**src/rtl/fader_pkg.sv**
```systemverilog
// Shared constants, state encoding and helpers for the fader frame sequencer.
package fader_pkg;

    localparam int N_CHAN     = 32;
    localparam int M_REFL     = 8;
    localparam int T_WIDTH    = 25;
    localparam int FRAME_LEN  = N_CHAN * M_REFL;
    localparam int STAT_WIDTH = 16;

    typedef enum logic [2:0] {
        IDLE,
        ARMED,
        START,
        RUN,
        DONE
    } sched_state_t;

    // Saturating increment used by the statistics counters.
    function automatic logic [STAT_WIDTH-1:0] sat_inc(input logic [STAT_WIDTH-1:0] v);
        return (&v) ? v : v + STAT_WIDTH'(1);
    endfunction

endpackage

```
**src/rtl/fader_scheduler_if.sv**
```systemverilog
// Start/result handshake between the frame scheduler (master) and the fader core (slave).
interface fader_scheduler_if;
    import fader_pkg::*;

    logic               start;
    logic [T_WIDTH-1:0] t_index;
    logic               dv;

    modport master (output start, output t_index, input dv);
    modport slave  (input start, input t_index, output dv);
endinterface

```
**src/rtl/fader_rate_div.sv**
```systemverilog
// Programmable sample-rate divider: one tick every rate_div+1 cycles while run is high.
module fader_rate_div #(
    parameter int DIV_WIDTH = 16
) (
    input  logic                 clk,
    input  logic                 reset,
    input  logic                 run,
    input  logic [DIV_WIDTH-1:0] rate_div,
    output logic                 tick
);

    logic [DIV_WIDTH-1:0] count;

    assign tick = run && (count == rate_div);

    // A shrunken rate_div leaves count above the limit; wrap silently without a tick.
    always_ff @(posedge clk or negedge reset) begin
        if (!reset) begin
            count <= '0;
        end else if (!run || count >= rate_div) begin
            count <= '0;
        end else begin
            count <= count + DIV_WIDTH'(1);
        end
    end

endmodule

```
**src/rtl/fader_scheduler.sv**
```systemverilog
// Frame sequencer for the sum-of-sinusoids fader: tick -> start -> count results -> done.
// Optional statistics counters are built when FADER_SCHED_STATS_EN is defined.
module fader_scheduler
    import fader_pkg::*;
#(
    parameter int DIV_WIDTH = 16,
    parameter int TIMEOUT   = 1024
) (
    input  logic                 clk,
    input  logic                 reset,
    input  logic                 enable,
    input  logic [DIV_WIDTH-1:0] rate_div,
    input  logic [T_WIDTH-1:0]   t_step,
    input  logic                 t_load,
    input  logic [T_WIDTH-1:0]   t_load_val,
    input  logic                 overrun_clr,
    fader_scheduler_if.master    fader,
    output logic                 busy,
    output logic                 frame_done,
    output logic                 overrun,
    output logic                 timeout,
    output logic [15:0]          frame_count,
    output logic [15:0]          overrun_count
);

    localparam int CNT_W = $clog2(FRAME_LEN + 1);
    localparam int TMR_W = $clog2(TIMEOUT + 1);

    sched_state_t       state, state_nx;
    logic               tick, in_frame, last_dv, expire, ovr_evt;
    logic [CNT_W-1:0]   dv_cnt;
    logic [TMR_W-1:0]   timer;
    logic [T_WIDTH-1:0] t_cur, t_index;

    fader_rate_div #(.DIV_WIDTH(DIV_WIDTH)) u_rate_div (
        .clk      (clk),
        .reset    (reset),
        .run      (state != IDLE),
        .rate_div (rate_div),
        .tick     (tick)
    );

    assign in_frame = (state == START) || (state == RUN) || (state == DONE);
    assign last_dv  = (state == RUN) && fader.dv && (dv_cnt == CNT_W'(FRAME_LEN - 1));
    assign expire   = (state == RUN) && (timer == TMR_W'(TIMEOUT - 1)) && !last_dv;
    assign ovr_evt  = tick && in_frame;

    // NOTE: sequential state uses non-blocking assignments so every flop samples pre-edge values.
    always_ff @(posedge clk or negedge reset) begin
        if (!reset) state <= IDLE;
        else        state <= state_nx;
    end

    // NOTE: state_nx gets a default before the case so no path can infer a latch.
    always_comb begin
        state_nx = state;
        case (state)
            IDLE:    if (enable) state_nx = ARMED;
            ARMED:   if (!enable) state_nx = IDLE;
                     else if (tick) state_nx = START;
            START:   state_nx = RUN;
            RUN:     if (last_dv || expire) state_nx = DONE;
            DONE:    state_nx = enable ? ARMED : IDLE;
            default: state_nx = IDLE;
        endcase
    end

    always_ff @(posedge clk or negedge reset) begin
        if (!reset) begin
            t_cur   <= '0;
            t_index <= '0;
            dv_cnt  <= '0;
            timer   <= '0;
            overrun <= 1'b0;
            timeout <= 1'b0;
        end else begin
            if (state == IDLE && t_load) t_cur <= t_load_val;
            else if (state == DONE)      t_cur <= t_cur + t_step;

            // Captured on the way into START so the index is valid with the start pulse.
            if (state == ARMED && state_nx == START) t_index <= t_cur;

            if (state == START) begin
                dv_cnt <= '0;
                timer  <= '0;
            end else if (state == RUN) begin
                timer <= timer + TMR_W'(1);
                if (fader.dv) dv_cnt <= dv_cnt + CNT_W'(1);
            end

            if (overrun_clr)  overrun <= 1'b0;
            else if (ovr_evt) overrun <= 1'b1;

            if (overrun_clr) timeout <= 1'b0;
            else if (expire) timeout <= 1'b1;
        end
    end

    assign fader.start   = (state == START);
    assign fader.t_index = t_index;
    assign busy          = in_frame;
    assign frame_done    = (state == DONE);

`ifdef FADER_SCHED_STATS_EN
    logic [15:0] frame_cnt, ovr_cnt;

    always_ff @(posedge clk or negedge reset) begin
        if (!reset) begin
            frame_cnt <= '0;
            ovr_cnt   <= '0;
        end else if (overrun_clr) begin
            frame_cnt <= '0;
            ovr_cnt   <= '0;
        end else begin
            if (state == DONE) frame_cnt <= sat_inc(frame_cnt);
            if (ovr_evt)       ovr_cnt   <= sat_inc(ovr_cnt);
        end
    end

    assign frame_count   = frame_cnt;
    assign overrun_count = ovr_cnt;
`else
    assign frame_count   = '0;
    assign overrun_count = '0;
`endif

endmodule

```
**src/flat_wrapper.sv**
```systemverilog
// flat-port wrapper written by rule: the top's interface ports become plain ports
module fader_scheduler_flat import fader_pkg::*;
#(
    parameter int DIV_WIDTH = 16,
    parameter int TIMEOUT   = 1024
)
  (clk, reset, enable, rate_div, t_step, t_load, t_load_val, overrun_clr, busy, frame_done, overrun, timeout, frame_count, overrun_count, fader_start, fader_t_index, fader_dv);
  fader_scheduler_if fader_i ();
  input  logic clk;
  input  logic reset;
  input  logic enable;
  input  logic [DIV_WIDTH-1:0] rate_div;
  input  logic [T_WIDTH-1:0] t_step;
  input  logic t_load;
  input  logic [T_WIDTH-1:0] t_load_val;
  input  logic overrun_clr;
  output logic busy;
  output logic frame_done;
  output logic overrun;
  output logic timeout;
  output logic [15:0] frame_count;
  output logic [15:0] overrun_count;
  output wire logic [$bits(fader_i.start)-1:0] fader_start;
  output wire logic [$bits(fader_i.t_index)-1:0] fader_t_index;
  input wire logic [$bits(fader_i.dv)-1:0] fader_dv;
  assign fader_start = fader_i.start;
  assign fader_t_index = fader_i.t_index;
  assign fader_i.dv = fader_dv;
  fader_scheduler #(.DIV_WIDTH(DIV_WIDTH), .TIMEOUT(TIMEOUT)) u_core (.clk(clk), .reset(reset), .enable(enable), .rate_div(rate_div), .t_step(t_step), .t_load(t_load), .t_load_val(t_load_val), .overrun_clr(overrun_clr), .fader(fader_i), .busy(busy), .frame_done(frame_done), .overrun(overrun), .timeout(timeout), .frame_count(frame_count), .overrun_count(overrun_count));
endmodule
```
**config.mk**
```make
export PLATFORM = sky130hd
export DESIGN_NAME = fader_scheduler_flat
export DESIGN_NICKNAME = d
export VERILOG_FILES = /design/src/rtl/fader_pkg.sv /design/src/rtl/fader_scheduler_if.sv /design/src/rtl/fader_rate_div.sv /design/src/rtl/fader_scheduler.sv /design/src/flat_wrapper.sv
export SDC_FILE = /design/constraint.sdc
export NUM_CORES = 1
export LEC_CHECK = 0
export CAP_MARGIN = 10
export CORE_AREA = 2 2 134 97
export CTS_CLUSTER_SIZE = 14
export DETAILED_ROUTE_END_ITERATION = 8
export DIE_AREA = 0 0 136 99
export PLACE_DENSITY = 0.78
export SKIP_LAST_GASP = 1
export SLEW_MARGIN = 20
export SYNTH_ARGS = -nofsm -noshare
export SYNTH_HDL_FRONTEND = slang
export SYNTH_HIERARCHICAL = 1
export SYNTH_SLANG_ARGS = --single-unit
```
**constraint.sdc**
```tcl
create_clock -name clk -period 6.4 [get_ports clk]
set_input_delay 1.28 -clock clk [delete_from_list [all_inputs] [get_ports clk]]
set_output_delay 1.28 -clock clk [all_outputs]
set_load 0.01 [all_outputs]
```
==> results.ini, run 1 <==
[layout]
area_growth_pct = 22.0
nFillCells = 1006
regArea_sq_um = 2280
num_antenna_cells = 0
drive_gt1_share_pct = 8.50
multi_input_area_sq_um = 3390
final_nets = 841

[yosys]
ys_seq_elements = 91
yosysSeqAreaShare_pct = 38.1
synth_edf_count = 0
yosys_warnings = 6
synthTopCellsByCount = dfrtp_1, a21oi_1, nor2_1
yosys.area.top_type_share_pct = 38.1
yosysUniqueCellTypes = 64
synth.avg_cell_area_sq_um = 9.51
synth.area.top_cells = dfrtp_1, ha_1, mux2_2, a21oi_1, buf_4
yosysTopAreaCell = dfrtp_1
syn-cell-area_sq_um = 5980
yosysMostFrequentCell = dfrtp_1
netlist_instances = 629
async_flop_share_pct = 100
ys.flop_type = dfrtp_1

[clock_network]
path_clk_slew_ns = 0.06
ctsHoldBuffers = 0
cts_tree = yes
cts_setup_buffers = 0
ctsResizeCount = 0
numCtsBuffers = 9
clockBufferDepth = 2
cts_root_buffer = clkbuf_16
clkSinkCount = 91
insertion_delay_ns = 0.34
cts_max_level = 3

[timing]
max_freq_mhz = 266
clock_skew_ns = 0.00679
rsz0062_at_grt = false
max-slew-margin-rel_pct = 33.9
setup_tns_ns = 0
period_minus_slack_ns = 3.77
period_share_pct = 58.8
whs_ns = 0.506
worst_pin_slew_ns = 0.989
slew_violations = 0
hold_viol_final = 0
setup_viol = 0

[run_status]
status = complete, no violations

[worst_hold_path]
hp-class = flip-flop to flip-flop

[power_and_ir_drop]
pwr_density_cell_nw_per_um2 = 208
power.leakage_nw = 3.41
ir_worst_vdd_v = 0.000146

[critical_path]
critPathArrivalTime_ns = 4.03
endpoint_kind = flip-flop
cp.required_ns = 6.67
startpoint_type = input pin
crit_chain = clkdlybuf4s50_1 -> ha_1 -> fa_1 -> a21o_1 -> a221o_1 -> a31oi_4 -> nand3_2 -> o31ai_2 -> mux2_1 -> a21oi_1
critPathSlowestCell = clkdlybuf4s50_1
worstSetupPathType = input pin to flip-flop
critPathMaxStageDelay_ns = 0.41
crit_family = compound AO/OA/AOI/OAI gates
critPathBufInv = 1
cp_max_fo = 4

[floorplan]
coreArea_sq_um = 12200
rows = 34
die_y_microns = 99
die_w_microns = 136
dieArea_sq_um = 13500
start_util_pct = 49.2
io_pins = 134

[routing]
drc = 0
wirelength_microns = 15100
dr_total_vias = 5053
ant_nets = 0
vias_per_cell = 5.67
wl_per_cell_microns = 16.9
drt_iter0_drc = 376
first_pass_iters = 5

[grt]
grt_pass1_wl_microns = 24600
antenna_found_initial = 0
grt_max_degree = 61
grt_use_total_pct = 22.9
grt_pass1_vias = 5036
gr-total-overflow = 0

[placement]
routabilityCongestion = 0.950
hpwl_microns = 11100
portBuffers = 101

[run]
maxCapViolCount = 0

==> placed cells by master (no fill, tap or decap), types with 16 or more instances in the layout <==
cell / n
a21o_1: 16
a21oi_1: 55
and3_1: 20
clkdlybuf4s50_1: 100
conb_1: 32
dfrtp_1: 91
ha_1: 44
inv_1: 28
mux2_2: 31
nand2_1: 39
nand3_1: 23
nor2_1: 48
o21ai_0: 20
o22ai_1: 16
xor2_1: 22
==> cell type report <==
type	instances	share of cell area, %
Multi-Input combinational cell	488	46.4
Sequential cell	91	31.2
Timing Repair Buffer	105	14.2
Clock buffer	12	3.24
Tap cell	162	2.78
Inverter	29	1.49
Clock inverter	4	0.703
==> worst paths after layout <==
path	from	to	slack, ns	cells after the start
worst min register to register	u_core/fader.t_index[6]	u_core/fader.t_index[6]	0.51	1
worst max-delay path	t_step[0]	u_core/t_cur[22]	2.63	10
max in group asynchronous	reset	u_core/dv_cnt[6]	4.40	2
min in group asynchronous	reset	u_core/fader.t_index[9]	0.87	1
worst min-delay path	u_core/fader.t_index[6]	u_core/fader.t_index[6]	0.51	1
worst max register to register	u_core/state[0]	u_core/t_cur[22]	3.51	5
==> power breakdown <==
part,internal (mW),total [mW],switching (mW)
logic,0.161,0.366,0.205
clock network,0.303,0.526,0.223
registers,0.600,0.626,0.0265
total,1.06,1.52,0.455
==> registers in the layout, summed over array words and instances (netlist names) <==
signal	cells
u_core/overrun	1
u_core/dv_cnt	9
u_core/timeout	1
u_core/u_rate_div/count	16
u_core/t_cur	25
u_core/fader.t_index	25
u_core/state	3
u_core/timer	11
==> stage by stage <==
| stage | instances | setup slack, ns | cell area (sq um) | total power, mW | util, % |
|---|---|---|---|---|---|
| after floorplan | 660 | 2.94 | 6100 | 0.885 | - |
| after global placement | 875 | 2.34 | 7010 | 0.978 | 57.6 |
| after detailed placement | 875 | 2.29 | 7010 | 0.992 | 57.6 |
| after CTS | 891 | 2.64 | 7300 | 1.52 | 60.0 |
| after global routing | 891 | 2.48 | 7300 | 1.59 | 60.0 |
| final | 891 | 2.63 | 7300 | 1.52 | 60.0 |
==> cell families (layout without fill, tap and decap cells) <==
logic type      Yosys count  after routing  share of synthesized area [%]
mux                      36             36                           6.69
buf+inv                  81            150                           7.32
flops                    91             91                           38.1
other cells               1             32                         0.0627
compound gates          157            157                           17.6
simple gates            181            181                           15.3
fa+ha+maj                45             45                           9.54
xor+xnor                 37             37                           5.42
==> layer usage <==
metal  global-route usage, %  part of all wire [%]
met1                    32.7                    48
met2                    35.4                    45
met3                    4.94                   6.0
met4                    6.33                   1.6
met5                       0                     0
Power figures use the tool's default switching activity.
==> inputs of run 2 (changes only) <==
==> constraint.sdc (replaced) <==
create_clock -name clk -period 3.8 [get_ports clk]
set_input_delay 0.76 -clock clk [delete_from_list [all_inputs] [get_ports clk]]
set_output_delay 0.76 -clock clk [all_outputs]
set_load 0.01 [all_outputs]
==> results.ini, run 2 (same netlist as run 1, synthesis figures left out) <==
[layout]
finalInstanceArea_sq_um = 7350  ; was 7300 sq um
area_growth_pct = 22.9  ; was 22.0%
nFillCells = 1028  ; was 1006
num_antenna_cells = 0  ; unchanged
layout_common_cells = clkdlybuf4s50_1, dfrtp_1, a21oi_1, nor2_1, ha_1  ; unchanged
post_layout_nonfiller_instances = 894  ; was 891
layout_commonest_cell = clkdlybuf4s50_1  ; unchanged
final_util_pct = 60.4  ; was 60.0%
final_nets = 844  ; was 841
top_regs = u_core/fader.t_index: 25 flops, u_core/t_cur: 25 flops, u_core/u_rate_div/count: 16 flops  ; unchanged
drive_gt1_share_pct = 9.15  ; was 8.50%

[grt]
grt_use_total_pct = 22.7  ; was 22.9%
grt_max_degree = 35  ; was 61
gr-total-overflow = 0  ; unchanged
grt_pass1_wl_microns = 24200  ; was 24600 microns
grt_pass1_vias = 4886  ; was 5036
antenna_found_initial = 0  ; unchanged

[timing]
period_share_pct = 85.4
setup_ws_ns = 0.555  ; was 2.63 ns
clock_skew_ns = 0.00699  ; was 0.00679 ns
rsz0062_at_grt = false  ; unchanged
worst_pin_slew_ns = 0.649  ; was 0.989 ns
max-slew-margin-rel_pct = 56.6  ; was 33.9%
setup_tns_ns = 0  ; unchanged
setup_viol = 0  ; unchanged
whs_ns = 0.336  ; was 0.506 ns
slew_violations = 0  ; unchanged
max_freq_mhz = 308
period_minus_slack_ns = 3.25
hold_viol_final = 0  ; unchanged

[clock_network]
path_clk_slew_ns = 0.07  ; was 0.06 ns
ctsResizeCount = 0  ; unchanged
cts_setup_buffers = 0  ; unchanged
clkSinkCount = 91  ; unchanged
cts_root_buffer = clkbuf_16  ; unchanged
insertion_delay_ns = 0.34  ; about the same
ctsHoldBuffers = 0  ; unchanged
cts_max_level = 3  ; unchanged
clockBufferDepth = 2  ; unchanged
cts_tree = yes  ; unchanged
numCtsBuffers = 9  ; unchanged

[critical_path]
cp.required_ns = 4.06  ; was 6.67 ns
endpoint_kind = flip-flop  ; unchanged
critPathArrivalTime_ns = 3.51  ; was 4.03 ns
startpoint_type = input pin  ; unchanged
reg2reg_depth = 9  ; was 5
worstSetupPathType = input pin to flip-flop  ; unchanged
cp_max_fo = 4  ; unchanged

[worst_hold_path]
hp-class = input pin to async pin  ; was flip-flop to flip-flop

[floorplan]
dieArea_sq_um = 13500  ; unchanged
coreArea_sq_um = 12200  ; unchanged
die_y_microns = 99  ; unchanged
start_util_pct = 49.2  ; unchanged
io_pins = 134  ; unchanged
rows = 34  ; unchanged
die_w_microns = 136  ; unchanged

[run_status]
status = complete, no violations  ; unchanged

[placement]
dp_slack_ns = 0.248  ; was 2.29 ns
portBuffers = 101  ; unchanged
placed_cell_area_sq_um = 7050  ; was 7010 sq um
routabilityCongestion = 0.983  ; was 0.950
dp.cells = 878  ; was 875
hpwl_microns = 11000  ; was 11100 microns

[routing]
wirelength_microns = 14800  ; was 15100 microns
drt_iter0_drc = 448  ; was 376
vias_per_cell = 5.65  ; was 5.67
drc = 0  ; unchanged
wl_per_cell_microns = 16.5  ; was 16.9 microns
dr_total_vias = 5051  ; was 5053
ant_nets = 0  ; unchanged
first_pass_iters = 5  ; unchanged

[power_and_ir_drop]
pwr_density_cell_nw_per_um2 = 351  ; was 208 nW/um^2
finalPower_mw = 2.58  ; was 1.52 mW
power.leakage_nw = 3.44  ; was 3.41 nW
ir_worst_vdd_v = 0.000227  ; was 0.000146 V

[run]
maxCapViolCount = 0  ; unchanged

run 2: changes by cell type in the layout (fill, tap and decap cells not counted), sizes merged:
cell    delta
buf        +3
clkbuf     -1
inv        +1
run 2: worst max-delay path, cell delays in order:
cell and delay (ns):
clkdlybuf4s50_1 0.42, ha_1 0.24, fa_1 0.41, a21o_1 0.19, a221o_1 0.40, a31oi_4 0.24, nand3_2 0.14, o31ai_2 0.22
mux2_1 0.34, a21oi_1 0.14
run 2: power breakdown:
part	switching [mW]	total [mW]	leakage, nW	internal [mW]
combinational	0.344	0.615	2.10	0.272
clock	0.380	0.910	0.146	0.531
sequential	0.0434	1.05	1.19	1.01
run 2: area by class of cell:
cell class | count | area (sq um) | share of cell area [%]
Tap cell | 162 | 203 | 2.76
Sequential cell | 91 | 2280 | 31.0
Multi-Input combinational cell | 488 | 3390 | 46.1
Timing Repair Buffer | 108 | 1070 | 14.6
Inverter | 29 | 109 | 1.48
Clock inverter | 5 | 60.1 | 0.817
Clock buffer | 11 | 243 | 3.30
run 2: routing by layer:
| layer | share of wire (%) | track usage, % | wire length, microns | vias to the layer above |
|---|---|---|---|---|
| met5 | 0 | 0 | 0 | - |
| met4 | 0.73 | 5.53 | 108 | 0 |
| met3 | 5.5 | 4.48 | 818 | 9 |
| met2 | 44 | 34.6 | 6550 | 166 |
| met1 | 49 | 33.3 | 7300 | 2449 |
| li1 | - | - | - | 2427 |
run 2: worst paths after layout:
check                                         start                       end  slack [ns]
max in group asynchronous                     reset           u_core/timer[5]        2.68
min                                           reset  u_core/fader.t_index[11]        0.34
min in group clk           u_core/fader.t_index[21]  u_core/fader.t_index[21]        0.50
max                                       t_step[0]          u_core/t_cur[22]        0.55
min reg2reg                u_core/fader.t_index[21]  u_core/fader.t_index[21]        0.50
max reg2reg                         u_core/t_cur[0]          u_core/t_cur[22]        1.02
